--- src/rtl/apb_ic_pkg.sv ---
// Shared defaults and state type for the APB round-robin arbiter.
package apb_ic_pkg;

  localparam int unsigned DefNumSrc = 4;
  localparam int unsigned DefDataW  = 32;

  typedef enum logic [1:0] {
    IDLE,
    SETUP,
    ACCESS
  } arb_state_e;

endpackage

--- src/rtl/rr_pick.sv ---
// Combinational round-robin picker: first requester strictly after last_grant_i, wrapping.
module rr_pick #(
  parameter int unsigned NUM_SRC = 4,
  parameter int unsigned IDX_W   = (NUM_SRC > 1) ? $clog2(NUM_SRC) : 1
) (
  input  logic [NUM_SRC-1:0] req_i,
  input  logic [IDX_W-1:0]   last_grant_i,
  output logic [NUM_SRC-1:0] grant_onehot_o,
  output logic [IDX_W-1:0]   grant_idx_o,
  output logic               any_o
);

  logic [IDX_W-1:0] idx;

  always_comb begin
    grant_onehot_o = '0;
    grant_idx_o    = '0;
    any_o          = 1'b0;
    idx            = '0;
    for (int unsigned i = 1; i <= NUM_SRC; i++) begin
      idx = IDX_W'((32'(last_grant_i) + i) % NUM_SRC);
      if (!any_o && req_i[idx]) begin
        any_o               = 1'b1;
        grant_idx_o         = idx;
        grant_onehot_o[idx] = 1'b1;
      end
    end
  end

endmodule

--- src/rtl/apb_rr_arbiter.sv ---
// Round-robin arbiter draining per-source request FIFOs onto a single APB master port.
module apb_rr_arbiter
  import apb_ic_pkg::*;
#(
  parameter int unsigned NUM_SRC = DefNumSrc,
  parameter int unsigned DATA_W  = DefDataW,
  localparam int unsigned IDX_W  = (NUM_SRC > 1) ? $clog2(NUM_SRC) : 1
) (
  input  logic                           clk,
  input  logic                           reset,
  input  logic [NUM_SRC-1:0]             empty_i,
  input  logic [NUM_SRC-1:0]             write_i,
  input  logic [NUM_SRC-1:0][DATA_W-1:0] pop_addr_i,
  input  logic [NUM_SRC-1:0][DATA_W-1:0] pop_wdata_i,
  output logic [NUM_SRC-1:0]             pop_o,
  output logic                           psel_o,
  output logic                           penable_o,
  output logic                           pwrite_o,
  output logic [DATA_W-1:0]              paddr_o,
  output logic [DATA_W-1:0]              pwdata_o,
  input  logic                           pready_i,
  input  logic                           pslverr_i,
  input  logic [DATA_W-1:0]              prdata_i,
  output logic                           rsp_valid_o,
  output logic [IDX_W-1:0]               rsp_id_o,
  output logic [DATA_W-1:0]              rsp_rdata_o,
  output logic                           rsp_err_o
);

  arb_state_e        state_q, state_d;
  logic [IDX_W-1:0]  last_grant_q, id_q;
  logic [DATA_W-1:0] addr_q, wdata_q;
  logic              write_q;
  logic              rsp_valid_q, rsp_err_q;
  logic [IDX_W-1:0]  rsp_id_q;
  logic [DATA_W-1:0] rsp_rdata_q;

  logic [NUM_SRC-1:0] grant_onehot;
  logic [IDX_W-1:0]   grant_idx;
  logic               grant_any;
  logic               pop_en;
  logic               complete;

  rr_pick #(
    .NUM_SRC (NUM_SRC),
    .IDX_W   (IDX_W)
  ) u_rr_pick (
    .req_i          (~empty_i),
    .last_grant_i   (last_grant_q),
    .grant_onehot_o (grant_onehot),
    .grant_idx_o    (grant_idx),
    .any_o          (grant_any)
  );

  always_comb begin
    state_d   = state_q;
    pop_en    = 1'b0;
    psel_o    = 1'b0;
    penable_o = 1'b0;
    unique case (state_q)
      IDLE: begin
        // No pop while reset is held: the entry would be discarded at the edge.
        if (reset && grant_any) begin
          pop_en  = 1'b1;
          state_d = SETUP;
        end
      end
      SETUP: begin
        psel_o  = 1'b1;
        state_d = ACCESS;
      end
      ACCESS: begin
        psel_o    = 1'b1;
        penable_o = 1'b1;
        if (pready_i) state_d = IDLE;
      end
      default: state_d = IDLE;
    endcase
  end

  assign complete = (state_q == ACCESS) && pready_i;
  assign pop_o    = pop_en ? grant_onehot : '0;

  always_ff @(posedge clk) begin
    if (!reset) begin
      state_q      <= IDLE;
      last_grant_q <= IDX_W'(NUM_SRC - 1);
      id_q         <= '0;
      addr_q       <= '0;
      wdata_q      <= '0;
      write_q      <= 1'b0;
      rsp_valid_q  <= 1'b0;
      rsp_id_q     <= '0;
      rsp_rdata_q  <= '0;
      rsp_err_q    <= 1'b0;
    end else begin
      state_q <= state_d;
      if (pop_en) begin
        last_grant_q <= grant_idx;
        id_q         <= grant_idx;
        addr_q       <= pop_addr_i[grant_idx];
        write_q      <= write_i[grant_idx];
        wdata_q      <= write_i[grant_idx] ? pop_wdata_i[grant_idx] : '0;
      end
      rsp_valid_q <= complete;
      rsp_id_q    <= complete ? id_q : '0;
      rsp_rdata_q <= (complete && !write_q) ? prdata_i : '0;
      rsp_err_q   <= complete && pslverr_i;
    end
  end

  assign pwrite_o    = write_q;
  assign paddr_o     = addr_q;
  assign pwdata_o    = wdata_q;
  assign rsp_valid_o = rsp_valid_q;
  assign rsp_id_o    = rsp_id_q;
  assign rsp_rdata_o = rsp_rdata_q;
  assign rsp_err_o   = rsp_err_q;

endmodule
--- config.mk ---
export PLATFORM = sky130hd
export DESIGN_NAME = apb_rr_arbiter
export DESIGN_NICKNAME = d
export VERILOG_FILES = /design/src/rtl/apb_ic_pkg.sv /design/src/rtl/rr_pick.sv /design/src/rtl/apb_rr_arbiter.sv
export SDC_FILE = /design/constraint.sdc
export NUM_CORES = 1
export LEC_CHECK = 0
export BUFFER_PORTS_ARGS = -buffer_cell sky130_fd_sc_hd__buf_4
export CAP_MARGIN = 25
export CORE_AREA = 5 5 154 156
export CTS_CLUSTER_SIZE = 25
export DETAILED_ROUTE_END_ITERATION = 8
export DIE_AREA = 0 0 159 161
export HOLD_SLACK_MARGIN = 0.03
export MAX_ROUTING_LAYER = met4
export PLACE_DENSITY = 0.72
export SKIP_CTS_REPAIR_TIMING = 1
export SYNTH_ARGS = -nofsm -noshare
export SYNTH_HDL_FRONTEND = slang
export SYNTH_SLANG_ARGS = --single-unit
--- constraint.sdc ---
create_clock -name clk -period 3.3 [get_ports clk]
set_input_delay 0.33 -clock clk [delete_from_list [all_inputs] [get_ports clk]]
set_output_delay 0.33 -clock clk [all_outputs]
set_load 0.01 [all_outputs]
==> results of run 1 <==
-- cells in the final DEF, fill, tap and decap left out, types with 11 or more instances in the layout --
cell type,Yosys,layout
and2_1,36,36
ha_1,11,11
dfxtp_1,107,106
nand3_1,33,33
inv_1,135,135
mux4_2,36,36
nand2_1,73,71
a211o_1,32,32
buf_4,1,421
mux2i_1,39,39
o21ai_0,33,33
o31ai_2,29,29
o211ai_1,32,32
-- report_power, final --
part           switching (uW)  internal (uW)
Clock                     593            549
Sequential                156           1590
Combinational            2650           2360
-- logic make-up after synthesis --
kind of cell             count (synthesis)  synth area share
AO/OA/AOI/OAI                          162             0.210
AND/OR/NAND/NOR                        161             0.124
buffers and inverters                  187             0.119
multiplexers                            77             0.191
XOR/XNOR                                 1           0.00136
flip-flops                             107             0.334
adder cells (fa/ha/maj)                 11            0.0214
-- sequential cells by signal, indices dropped and copies added, names as in the netlist --
signal,cells
pwdata_o,32
pwrite_o,1
last_grant_q,2
rsp_rdata_o,32
id_q,2
rsp_valid_o,1
paddr_o,32
rsp_err_o,1
rsp_id_o,2
state_q,2
-- area by class of cell --
cell class	instances	area (sq um)
fill	2146	12100
multi-input combinational	412	3550
timing repair buffer	426	3260
sequential	107	2140
inverter	135	507
tap	285	357
clock buffer	9	225
clock inverter	7	91.3
-- through the flow --
stage	area [sq um]	total power (uW)	hold slack (ps)	utilization
after floorplan	6420	5180	392	-
after global placement	9790	6710	444	0.441
after global routing	10100	8410	149	0.456
after detailed placement	9810	6820	448	0.441
final	10100	7900	154	0.456
after CTS	10100	7990	137	0.456
-- worst max-delay path by stage --
stage,from,to,slack [ps],depth (start not counted)
3_5_place_dp,last_grant_q[0],pwdata_o[11],220,9
5_1_grt,last_grant_q[0],pwdata_o[29],20,9
3_3_place_gp,last_grant_q[1],paddr_o[1],230,8
2_1_floorplan,last_grant_q[0],pwdata_o[25],50,12
6_report,last_grant_q[0],pwdata_o[11],270,9
4_1_cts,last_grant_q[0],pwdata_o[1],170,9
-- layer usage --
metal  global-route usage  share of wire  vias up  routed length [um]
met2                0.308           0.50      321               12200
li1                     -              -     3185                   -
met5                    -              0        -                   0
met1                0.228           0.41     3132               10000
met3               0.0485          0.072       41                1760
met4               0.0504          0.022        0                 527
==> reports/summary.json, run 1 <==
{
  "synth_cells": {"value": 706},
  "min-delay-start": {"value": "reset"},
  "worstHoldPathCells": {"value": 2},
  "grt_pass1_vias": {"value": 6698},
  "critical_path_class": {"value": "reg -> reg"},
  "reg2reg_setup_slack": {"value": 270, "unit": "ps"},
  "global_route.usage.total": {"value": 0.187},
  "initial_utilization": {"value": 0.289},
  "skew": {"value": 17.7, "unit": "ps"},
  "cpPeakStageDelay": {"value": 860, "unit": "ps"},
  "grt_first_pass_wirelength": {"value": 37500, "unit": "um"},
  "die_height": {"value": 161, "unit": "um"},
  "p_per_area": {"value": 780, "unit": "nW/um^2"},
  "ys_top_cells_by_area": {"value": "dfxtp_1 33%, mux4_2 13%, inv_1 7.9%"},
  "startpoint_type_of_the_worst_setup_path": {"value": "flip-flop"},
  "finalSetupTns": {"value": 0, "unit": "ps"},
  "core_area": {"value": 22200, "unit": "sq um"},
  "ir_worst_vdd": {"value": 0.000780, "unit": "V"},
  "p_leak": {"value": 0.00511, "unit": "uW"},
  "dr.first_iter.drc_count": {"value": 473},
  "number_of_enable_type_register_cells_in_the_synthesized_netlist": {"value": 0},
  "max_freq": {"value": 331, "unit": "MHz"},
  "synth.yosys.seq_area_share": {"value": 0.334},
  "synthDominantAreaCellType": {"value": "dfxtp_1"},
  "clkSlewWorstSetupHoldPaths": {"value": 90, "unit": "ps"},
  "final_layout_size_suffix_gt1_frac": {"value": 0.479},
  "grt_setup_unrepaired": {"value": "no"},
  "area_delta_synth_final": {"value": 57.8, "unit": "%"},
  "num_vias": {"value": 6679},
  "asyncSetResetFlopFracSynth": {"value": 0},
  "die_area": {"value": 25600, "unit": "sq um"},
  "worstHoldPathType": {"value": "in -> reg"},
  "worstPathBufferInverterCount": {"value": 3},
  "result_of_the_run": {"value": "complete, no violations"},
  "rr_endpoint": {"value": "pwdata_o[11]"},
  "synth_most_common_cell": {"value": "inv_1"},
  "postRouteWirelength": {"value": 24500, "unit": "um"},
  "timing.critical_path.slowest_stage_cell": {"value": "a21oi_4"},
  "synth_fp_nets": {"value": 1017},
  "synthesis.yosys.warnings": {"value": 0},
  "ys_top_cells_by_count": {"value": "135 x inv_1, 107 x dfxtp_1, 73 x nand2_1, 39 x mux2i_1"},
  "timing.final.crit_period": {"value": 3030, "unit": "ps"},
  "grt_max_degree": {"value": 45},
  "numClockSinks": {"value": 107},
  "critPathArrivalTime": {"value": 3290, "unit": "ps"},
  "vias_per_cell": {"value": 4.84},
  "tritoncts": {"value": "built"},
  "antenna_cells": {"value": 0},
  "synth_area_per_cell": {"value": 9.09, "unit": "sq um"},
  "holdPathEnd": {"value": "last_grant_q[0]"},
  "gr-total-overflow": {"value": 0},
  "post_route_antenna_net_violation_count": {"value": 0},
  "pre_cts_slack": {"value": 217, "unit": "ps"},
  "slew_headroom": {"value": 0.308},
  "post_synth_instance_area": {"value": 6420, "unit": "sq um"},
  "top_reg_cell_synth": {"value": "dfxtp_1"},
  "design.final.nets": {"value": 1402},
  "ys_types": {"value": 46},
  "timing.critical_path.max_delay_family": {"value": "compound AO/OA/AOI/OAI gates"},
  "die-width": {"value": 159, "unit": "um"},
  "reg2regPathDepth": {"value": 9},
  "clk_path_buf_depth": {"value": 2},
  "report.final.slew_viol_count": {"value": 0},
  "setup_crit_end_kind": {"value": "flip-flop"},
  "cp.required": {"value": 3570, "unit": "ps"},
  "drv.max_cap_violation_count": {"value": 0},
  "boundaryPins": {"value": 407},
  "postSynthRegisterBits": {"value": 107},
  "firstDrtPassIters": {"value": 5},
  "clk_root_buffer_cell": {"value": "clkbuf_16"},
  "floorplan.rows": {"value": 55},
  "netlist.area_leader.share": {"value": 0.334},
  "drc": {"value": 0},
  "worst_r2r_startpoint": {"value": "last_grant_q[0]"},
  "post-route-period-util": {"value": 0.917},
  "cp_common_cell": {"value": "buf_4"},
  "worst_slew_pin_slew": {"value": 1040, "unit": "ps"},
  "setup_viol": {"value": 0},
  "io_buffer_count": {"value": 406},
  "cells_along_the_critical_path": {"value": "inv_1 > ha_1 > buf_4 > mux4_2 > a41oi_1 > a21oi_4 > buf_4 > nand2_1 > o31ai_2"},
  "antenna_found_initial": {"value": 0},
  "stdcell_count": {"value": 1381},
  "final-hold-violation-count": {"value": 0},
  "setup_ws": {"value": 275, "unit": "ps"},
  "wire_per_inst": {"value": 17.7, "unit": "um"},
  "dp_cells": {"value": 1365},
  "hpwl": {"value": 19000, "unit": "um"},
  "critical_path.max_fanout": {"value": 34},
  "cts-htree-levels": {"value": 3},
  "tritoncts.num_buffers": {"value": 9},
  "clock_latency": {"value": 360, "unit": "ps"},
  "gp_congestion": {"value": 0.874}
}
Power figures use the tool's default switching activity.
==> run 2: changes to the inputs <==
--- a/config.mk
+++ b/config.mk
@@ -6,14 +6,18 @@
 export NUM_CORES = 1
 export LEC_CHECK = 0
 export BUFFER_PORTS_ARGS = -buffer_cell sky130_fd_sc_hd__buf_4
-export CAP_MARGIN = 25
-export CORE_AREA = 5 5 154 156
+export CAP_MARGIN = 20
+export CELL_PAD_IN_SITES_DETAIL_PLACEMENT = 2
+export CELL_PAD_IN_SITES_GLOBAL_PLACEMENT = 2
+export CORE_ASPECT_RATIO = 2
+export CORE_MARGIN = 5
+export CORE_UTILIZATION = 21
+export CTS_BUF_LIST = sky130_fd_sc_hd__clkbuf_16
 export CTS_CLUSTER_SIZE = 25
 export DETAILED_ROUTE_END_ITERATION = 8
-export DIE_AREA = 0 0 159 161
 export HOLD_SLACK_MARGIN = 0.03
 export MAX_ROUTING_LAYER = met4
-export PLACE_DENSITY = 0.72
+export PLACE_DENSITY = 0.89
 export SKIP_CTS_REPAIR_TIMING = 1
 export SYNTH_ARGS = -nofsm -noshare
 export SYNTH_HDL_FRONTEND = slang
==> reports/summary.json, run 2 (synthesis results as in run 1) <==
{
  "tritoncts.num_buffers": {"value": 9},
  "critical_path_class": {"value": "reg -> reg"},
  "die_height": {"value": 257, "unit": "um"},
  "setup_crit_end_kind": {"value": "flip-flop"},
  "numClockSinks": {"value": 107},
  "area_delta_synth_final": {"value": 60.3, "unit": "%"},
  "vias_per_cell": {"value": 4.69},
  "post-route-period-util": {"value": 0.978},
  "firstDrtPassIters": {"value": 4},
  "holdPathEnd": {"value": "last_grant_q[0]"},
  "startpoint_type_of_the_worst_setup_path": {"value": "flip-flop"},
  "die_area": {"value": 34400, "unit": "sq um"},
  "result_of_the_run": {"value": "complete, no violations"},
  "reg2reg_setup_slack": {"value": 70, "unit": "ps"},
  "gr-total-overflow": {"value": 0},
  "cts-htree-levels": {"value": 3},
  "cp_common_cell": {"value": "mux4_2"},
  "timing.critical_path.slowest_stage_cell": {"value": "mux4_2"},
  "worst_r2r_startpoint": {"value": "last_grant_q[1]"},
  "min-delay-start": {"value": "reset"},
  "dr.first_iter.drc_count": {"value": 299},
  "gr-usage-met2": {"value": 0.378},
  "clk_path_buf_depth": {"value": 2},
  "p_leak": {"value": 0.00513, "unit": "uW"},
  "clk_root_buffer_cell": {"value": "clkbuf_16"},
  "cpPeakStageDelay": {"value": 620, "unit": "ps"},
  "gr-usage-met1": {"value": 0.164},
  "final_core_utilization": {"value": 0.341},
  "num-fill-cells": {"value": 3451},
  "gp_congestion": {"value": 0.809},
  "final-hold-violation-count": {"value": 0},
  "clkSlewWorstSetupHoldPaths": {"value": 80, "unit": "ps"},
  "design.final.nets": {"value": 1406},
  "design_area": {"value": 10300, "unit": "sq um"},
  "worst_slew_pin_slew": {"value": 500, "unit": "ps"},
  "timing.final.crit_period": {"value": 3230, "unit": "ps"},
  "drc": {"value": 0},
  "layout_common_cells": {"value": "423 x buf_4, 136 x inv_1, 106 x dfxtp_1, 71 x nand2_1, 39 x mux2i_1"},
  "antenna_found_initial": {"value": 1},
  "grt_setup_unrepaired": {"value": "yes"},
  "critPathArrivalTime": {"value": 3500, "unit": "ps"},
  "ir_worst_vdd": {"value": 0.000571, "unit": "V"},
  "final_common_cell": {"value": "buf_4"},
  "num_vias": {"value": 6892},
  "wire_per_inst": {"value": 21.9, "unit": "um"},
  "reg2regPathDepth": {"value": 9},
  "cells_along_the_critical_path": {"value": "inv_1 > ha_2 > mux4_2 > nor2b_4 > or3_1 > nand2_4 > buf_12 > mux4_2 > o31ai_2"},
  "skew": {"value": 9.68, "unit": "ps"},
  "die-width": {"value": 134, "unit": "um"},
  "report.final.slew_viol_count": {"value": 0},
  "regArea": {"value": 2140, "unit": "sq um"},
  "grt_util_met3": {"value": 0.0369},
  "io_buffer_count": {"value": 406},
  "grt_first_pass_wirelength": {"value": 47200, "unit": "um"},
  "boundaryPins": {"value": 407},
  "cp.required": {"value": 3570, "unit": "ps"},
  "dpl-instance-area": {"value": 9980, "unit": "sq um"},
  "global_route.usage.total": {"value": 0.186},
  "postRouteWirelength": {"value": 32200, "unit": "um"},
  "floorplan.rows": {"value": 90},
  "tritoncts": {"value": "built"},
  "grt_pass1_vias": {"value": 8026},
  "hpwl": {"value": 26700, "unit": "um"},
  "core_area": {"value": 30200, "unit": "sq um"},
  "drv.max_cap_violation_count": {"value": 0},
  "rr_endpoint": {"value": "pwdata_o[11]"},
  "top_usage_layer": {"value": "met2"},
  "worstHoldPathCells": {"value": 2},
  "clock_latency": {"value": 370, "unit": "ps"},
  "grt_max_degree": {"value": 41},
  "initial_utilization": {"value": 0.213},
  "slew_headroom": {"value": 0.666},
  "p_per_area": {"value": 796, "unit": "nW/um^2"},
  "critical_path.max_fanout": {"value": 40},
  "final_layout_size_suffix_gt1_frac": {"value": 0.483},
  "multi_input_area": {"value": 3580, "unit": "sq um"},
  "setup_viol": {"value": 0},
  "max_freq": {"value": 310, "unit": "MHz"},
  "post_route_antenna_net_violation_count": {"value": 0},
  "worstHoldPathType": {"value": "in -> reg"}
}
==> run 2: worst max-delay path by stage <==
stage,start,endpoint,cells past startpoint
floorplan,last_grant_q[0],pwdata_o[25],12
global placement,last_grant_q[1],pwdata_o[6],8
detailed placement,last_grant_q[1],pwdata_o[12],9
CTS,last_grant_q[1],pop_o[3],8
global route,last_grant_q[1],pwdata_o[11],9
finish,last_grant_q[1],pwdata_o[11],9
==> run 2: metal layers <==
metal,up-vias,wire (um)
li1,3193,-
met1,3379,10300
met2,269,19300
met3,51,1560
met4,0,1040
met5,-,0
==> run 2: power breakdown <==
group,total [uW],switching (uW),internal [uW]
Combinational,5330,2920,2410
Sequential,1750,160,1590
Clock,1100,577,528
==> run 2: cell type report <==
cell class	instances	share of cell area
clock buffer	9	0.0219
inverter	135	0.0492
timing repair buffer	430	0.322
clock inverter	7	0.00559
sequential	107	0.208
antenna	1	0.000243
tap	368	0.0447
multi-input combinational	412	0.348
==> run 2: worst max-delay path: cells and delay by family (launching register included) <==
kind            cells  cell delay (ps)
compound gates      1              230
simple gates        3              790
buf+inv             2              290
mux                 2             1000
flops               1              350
fa+ha+maj           1              410
==> run 2: through the flow <==
stage	setup slack [ps]	std cells	power (uW)	TNS [ps]	hold slack [ps]
6_report	73.7	1469	8190	0	145
5_1_grt	-28.9	1469	8740	-37.0	138
4_1_cts	-74.5	1468	8340	-198	119
3_5_place_dp	148	1452	7200	0	456
3_3_place_gp	243	1451	6980	0	437
2_1_floorplan	46.2	706	5180	0	392
==> run 3: changes to the inputs <==
--- a/config.mk
+++ b/config.mk
@@ -5,19 +5,20 @@
 export SDC_FILE = /design/constraint.sdc
 export NUM_CORES = 1
 export LEC_CHECK = 0
+export ABC_AREA = 1
 export BUFFER_PORTS_ARGS = -buffer_cell sky130_fd_sc_hd__buf_4
 export CAP_MARGIN = 20
 export CELL_PAD_IN_SITES_DETAIL_PLACEMENT = 2
 export CELL_PAD_IN_SITES_GLOBAL_PLACEMENT = 2
 export CORE_ASPECT_RATIO = 2
 export CORE_MARGIN = 5
-export CORE_UTILIZATION = 21
+export CORE_UTILIZATION = 22
 export CTS_BUF_LIST = sky130_fd_sc_hd__clkbuf_16
 export CTS_CLUSTER_SIZE = 25
 export DETAILED_ROUTE_END_ITERATION = 8
 export HOLD_SLACK_MARGIN = 0.03
 export MAX_ROUTING_LAYER = met4
-export PLACE_DENSITY = 0.89
+export PLACE_DENSITY = 0.94
 export SKIP_CTS_REPAIR_TIMING = 1
 export SYNTH_ARGS = -nofsm -noshare
 export SYNTH_HDL_FRONTEND = slang
==> constraint.sdc (replaced) <==
create_clock -name clk -period 3.7 [get_ports clk]
set_input_delay 0.37 -clock clk [delete_from_list [all_inputs] [get_ports clk]]
set_output_delay 0.37 -clock clk [all_outputs]
set_load 0.01 [all_outputs]
==> reports/summary.json, run 3 <==
{
  "numClockSinks": {"value": 107},
  "synth_area_per_cell": {"value": 6.43, "unit": "sq um"},
  "asyncSetResetFlopFracSynth": {"value": 0},
  "initial_utilization": {"value": 0.223},
  "layout_common_cells": {"value": "416 x buf_4, 244 x inv_1, 231 x nand2_1, 106 x dfxtp_1, 100 x nand3_1"},
  "dp_cells": {"value": 1852},
  "stdcell_count": {"value": 1873},
  "worst_r2r_startpoint": {"value": "last_grant_q[0]"},
  "synth_cells": {"value": 1096},
  "grt_setup_unrepaired": {"value": "no"},
  "area_delta_synth_final": {"value": 50.3, "unit": "%"},
  "report.final.slew_viol_count": {"value": 0},
  "num-fill-cells": {"value": 3836},
  "timing.final.crit_period": {"value": 3420, "unit": "ps"},
  "ys_types": {"value": 31},
  "design.final.nets": {"value": 1751},
  "firstDrtPassIters": {"value": 4},
  "cp.required": {"value": 3330, "unit": "ps"},
  "clkSlewWorstSetupHoldPaths": {"value": 90, "unit": "ps"},
  "clock_latency": {"value": 370, "unit": "ps"},
  "netlist.area_leader.share": {"value": 0.304},
  "floorplan.rows": {"value": 92},
  "startpoint_type_of_the_worst_setup_path": {"value": "flip-flop"},
  "post-route-period-util": {"value": 0.924},
  "gate_power_share": {"value": 0.760},
  "result_of_the_run": {"value": "complete, no violations"},
  "final-hold-violation-count": {"value": 0},
  "final_layout_size_suffix_gt1_frac": {"value": 0.329},
  "hpwl": {"value": 30100, "unit": "um"},
  "min-delay-start": {"value": "prdata_i[30]"},
  "grt_max_degree": {"value": 98},
  "postSynthRegisterBits": {"value": 107},
  "die_area": {"value": 36000, "unit": "sq um"},
  "p_clk_frac": {"value": 0.091},
  "cts-htree-levels": {"value": 3},
  "grt_pass1_vias": {"value": 10000},
  "setup_viol": {"value": 0},
  "worst_slew_pin_slew": {"value": 775, "unit": "ps"},
  "synthDominantAreaCellType": {"value": "dfxtp_1"},
  "setup_crit_end_kind": {"value": "output port"},
  "synth_most_common_cell": {"value": "inv_1"},
  "critical_path_class": {"value": "reg -> out"},
  "global_route.usage.total": {"value": 0.208},
  "die-width": {"value": 137, "unit": "um"},
  "switching_share": {"value": 0.580},
  "ys_top_cells_by_area": {"value": "dfxtp_1 30%, inv_1 13%, nand2_1 12%"},
  "p_per_area": {"value": 1020, "unit": "nW/um^2"},
  "core_area": {"value": 31700, "unit": "sq um"},
  "p_leak": {"value": 0.00573, "unit": "uW"},
  "synthesis.yosys.warnings": {"value": 0},
  "finalSetupTns": {"value": 0, "unit": "ps"},
  "drv.max_cap_violation_count": {"value": 0},
  "critPathArrivalTime": {"value": 3050, "unit": "ps"},
  "regArea": {"value": 2140, "unit": "sq um"},
  "multi_input_area": {"value": 3500, "unit": "sq um"},
  "io_buffer_count": {"value": 406},
  "ys_top_cells_by_count": {"value": "244 x inv_1, 232 x nand2_1, 107 x dfxtp_1, 100 x nand3_1, 66 x nand4_1"},
  "antenna_found_initial": {"value": 5},
  "ir_worst_vdd": {"value": 0.00106, "unit": "V"},
  "postRouteWirelength": {"value": 37500, "unit": "um"},
  "clk_path_buf_depth": {"value": 2},
  "number_of_enable_type_register_cells_in_the_synthesized_netlist": {"value": 0},
  "top_reg_cell_synth": {"value": "dfxtp_1"},
  "num_vias": {"value": 8879},
  "p_int": {"value": 4520, "unit": "uW"},
  "gp_congestion": {"value": 0.867},
  "grt_first_pass_wirelength": {"value": 55500, "unit": "um"},
  "drc": {"value": 0},
  "slew_headroom": {"value": 0.483},
  "final_common_cell": {"value": "buf_4"},
  "clk_root_buffer_cell": {"value": "clkbuf_16"},
  "vias_per_cell": {"value": 4.74},
  "dr.first_iter.drc_count": {"value": 274},
  "worstHoldPathType": {"value": "in -> reg"},
  "wire_per_inst": {"value": 20.0, "unit": "um"},
  "max_freq": {"value": 293, "unit": "MHz"},
  "post_route_antenna_net_violation_count": {"value": 0},
  "tritoncts.num_buffers": {"value": 9},
  "synth_fp_nets": {"value": 1407},
  "boundaryPins": {"value": 407},
  "critical_path.max_fanout": {"value": 12},
  "tritoncts": {"value": "built"},
  "seq_power_share": {"value": 0.149},
  "die_height": {"value": 263, "unit": "um"},
  "worstSetupStartpoint": {"value": "last_grant_q[0]"},
  "skew": {"value": 10.6, "unit": "ps"},
  "synth.yosys.seq_area_share": {"value": 0.304},
  "gr-total-overflow": {"value": 0},
  "power.switching": {"value": 6250, "unit": "uW"},
  "post_synth_instance_area": {"value": 7050, "unit": "sq um"}
}
## run 3: cell type report
class                           count  area share
Antenna cell                        5     0.00118
Clock buffer                        9      0.0212
Inverter                          251      0.0893
Multi-Input combinational cell    652       0.330
Tap cell                          423      0.0499
Sequential cell                   107       0.202
Timing Repair Buffer              419       0.300
Clock inverter                      7     0.00578
## run 3: worst max-delay path, cell delays in order (launching register included)
cell and delay (ps):
dfxtp_1 320, buf_4 210, inv_6 90, ha_1 360, inv_1 120, nand3_2 120, nand2_4 160, nor2_8 70
nand3_2 130, nand2_1 170, nor2_4 250, inv_2 150, a41oi_1 310, buf_4 190
## run 3: cell families (layout without fill, tap and decap cells)
kind of cell,after synthesis,in the layout,share of synthesized area
AND/OR/NAND/NOR,465,465,0.317
buffers and inverters,337,686,0.201
AO/OA/AOI/OAI,176,176,0.158
flip-flops,107,107,0.304
adder cells (fa/ha/maj),11,11,0.0195
other,0,5,0
## run 3: routing by layer
layer | vias up | global-route usage | wire, um
li1 | 4193 | - | -
met1 | 4301 | 0.180 | 12200
met2 | 295 | 0.408 | 21600
met3 | 90 | 0.0327 | 1570
met4 | 0 | 0.116 | 2120
met5 | - | - | 0
## run 3: path summary, 6_finish.rpt
path                                        end  slack, ps  depth (start not counted)
worst min-delay path            rsp_rdata_o[30]        200                          3
worst max register to register     pwdata_o[18]        500                         15
worst max-delay path                   pop_o[1]        280                         13
worst min register to register      rsp_id_o[0]        470                          2
## run 3: through the flow
stage	total power, uW	hold WS, ps	area, sq um	setup WS, ps	util
after CTS	10900	181	10600	153	0.334
after global routing	11700	194	10600	82.8	0.335
final	10800	199	10600	282	0.335
after floorplan	7540	408	7050	1190	-
after global placement	9520	441	10300	724	0.325
after detailed placement	9890	464	10300	479	0.325
## run 3: power by group through the flow
stage          clock network [uW]  logic, uW  registers [uW]
3_3_place_gp                    0       7910            1600
4_1_cts                      1020       8300            1610
6_report                      983       8190            1600
2_1_floorplan                   0       5830            1710
3_5_place_dp                    0       8260            1620
5_1_grt                      1050       9050            1640
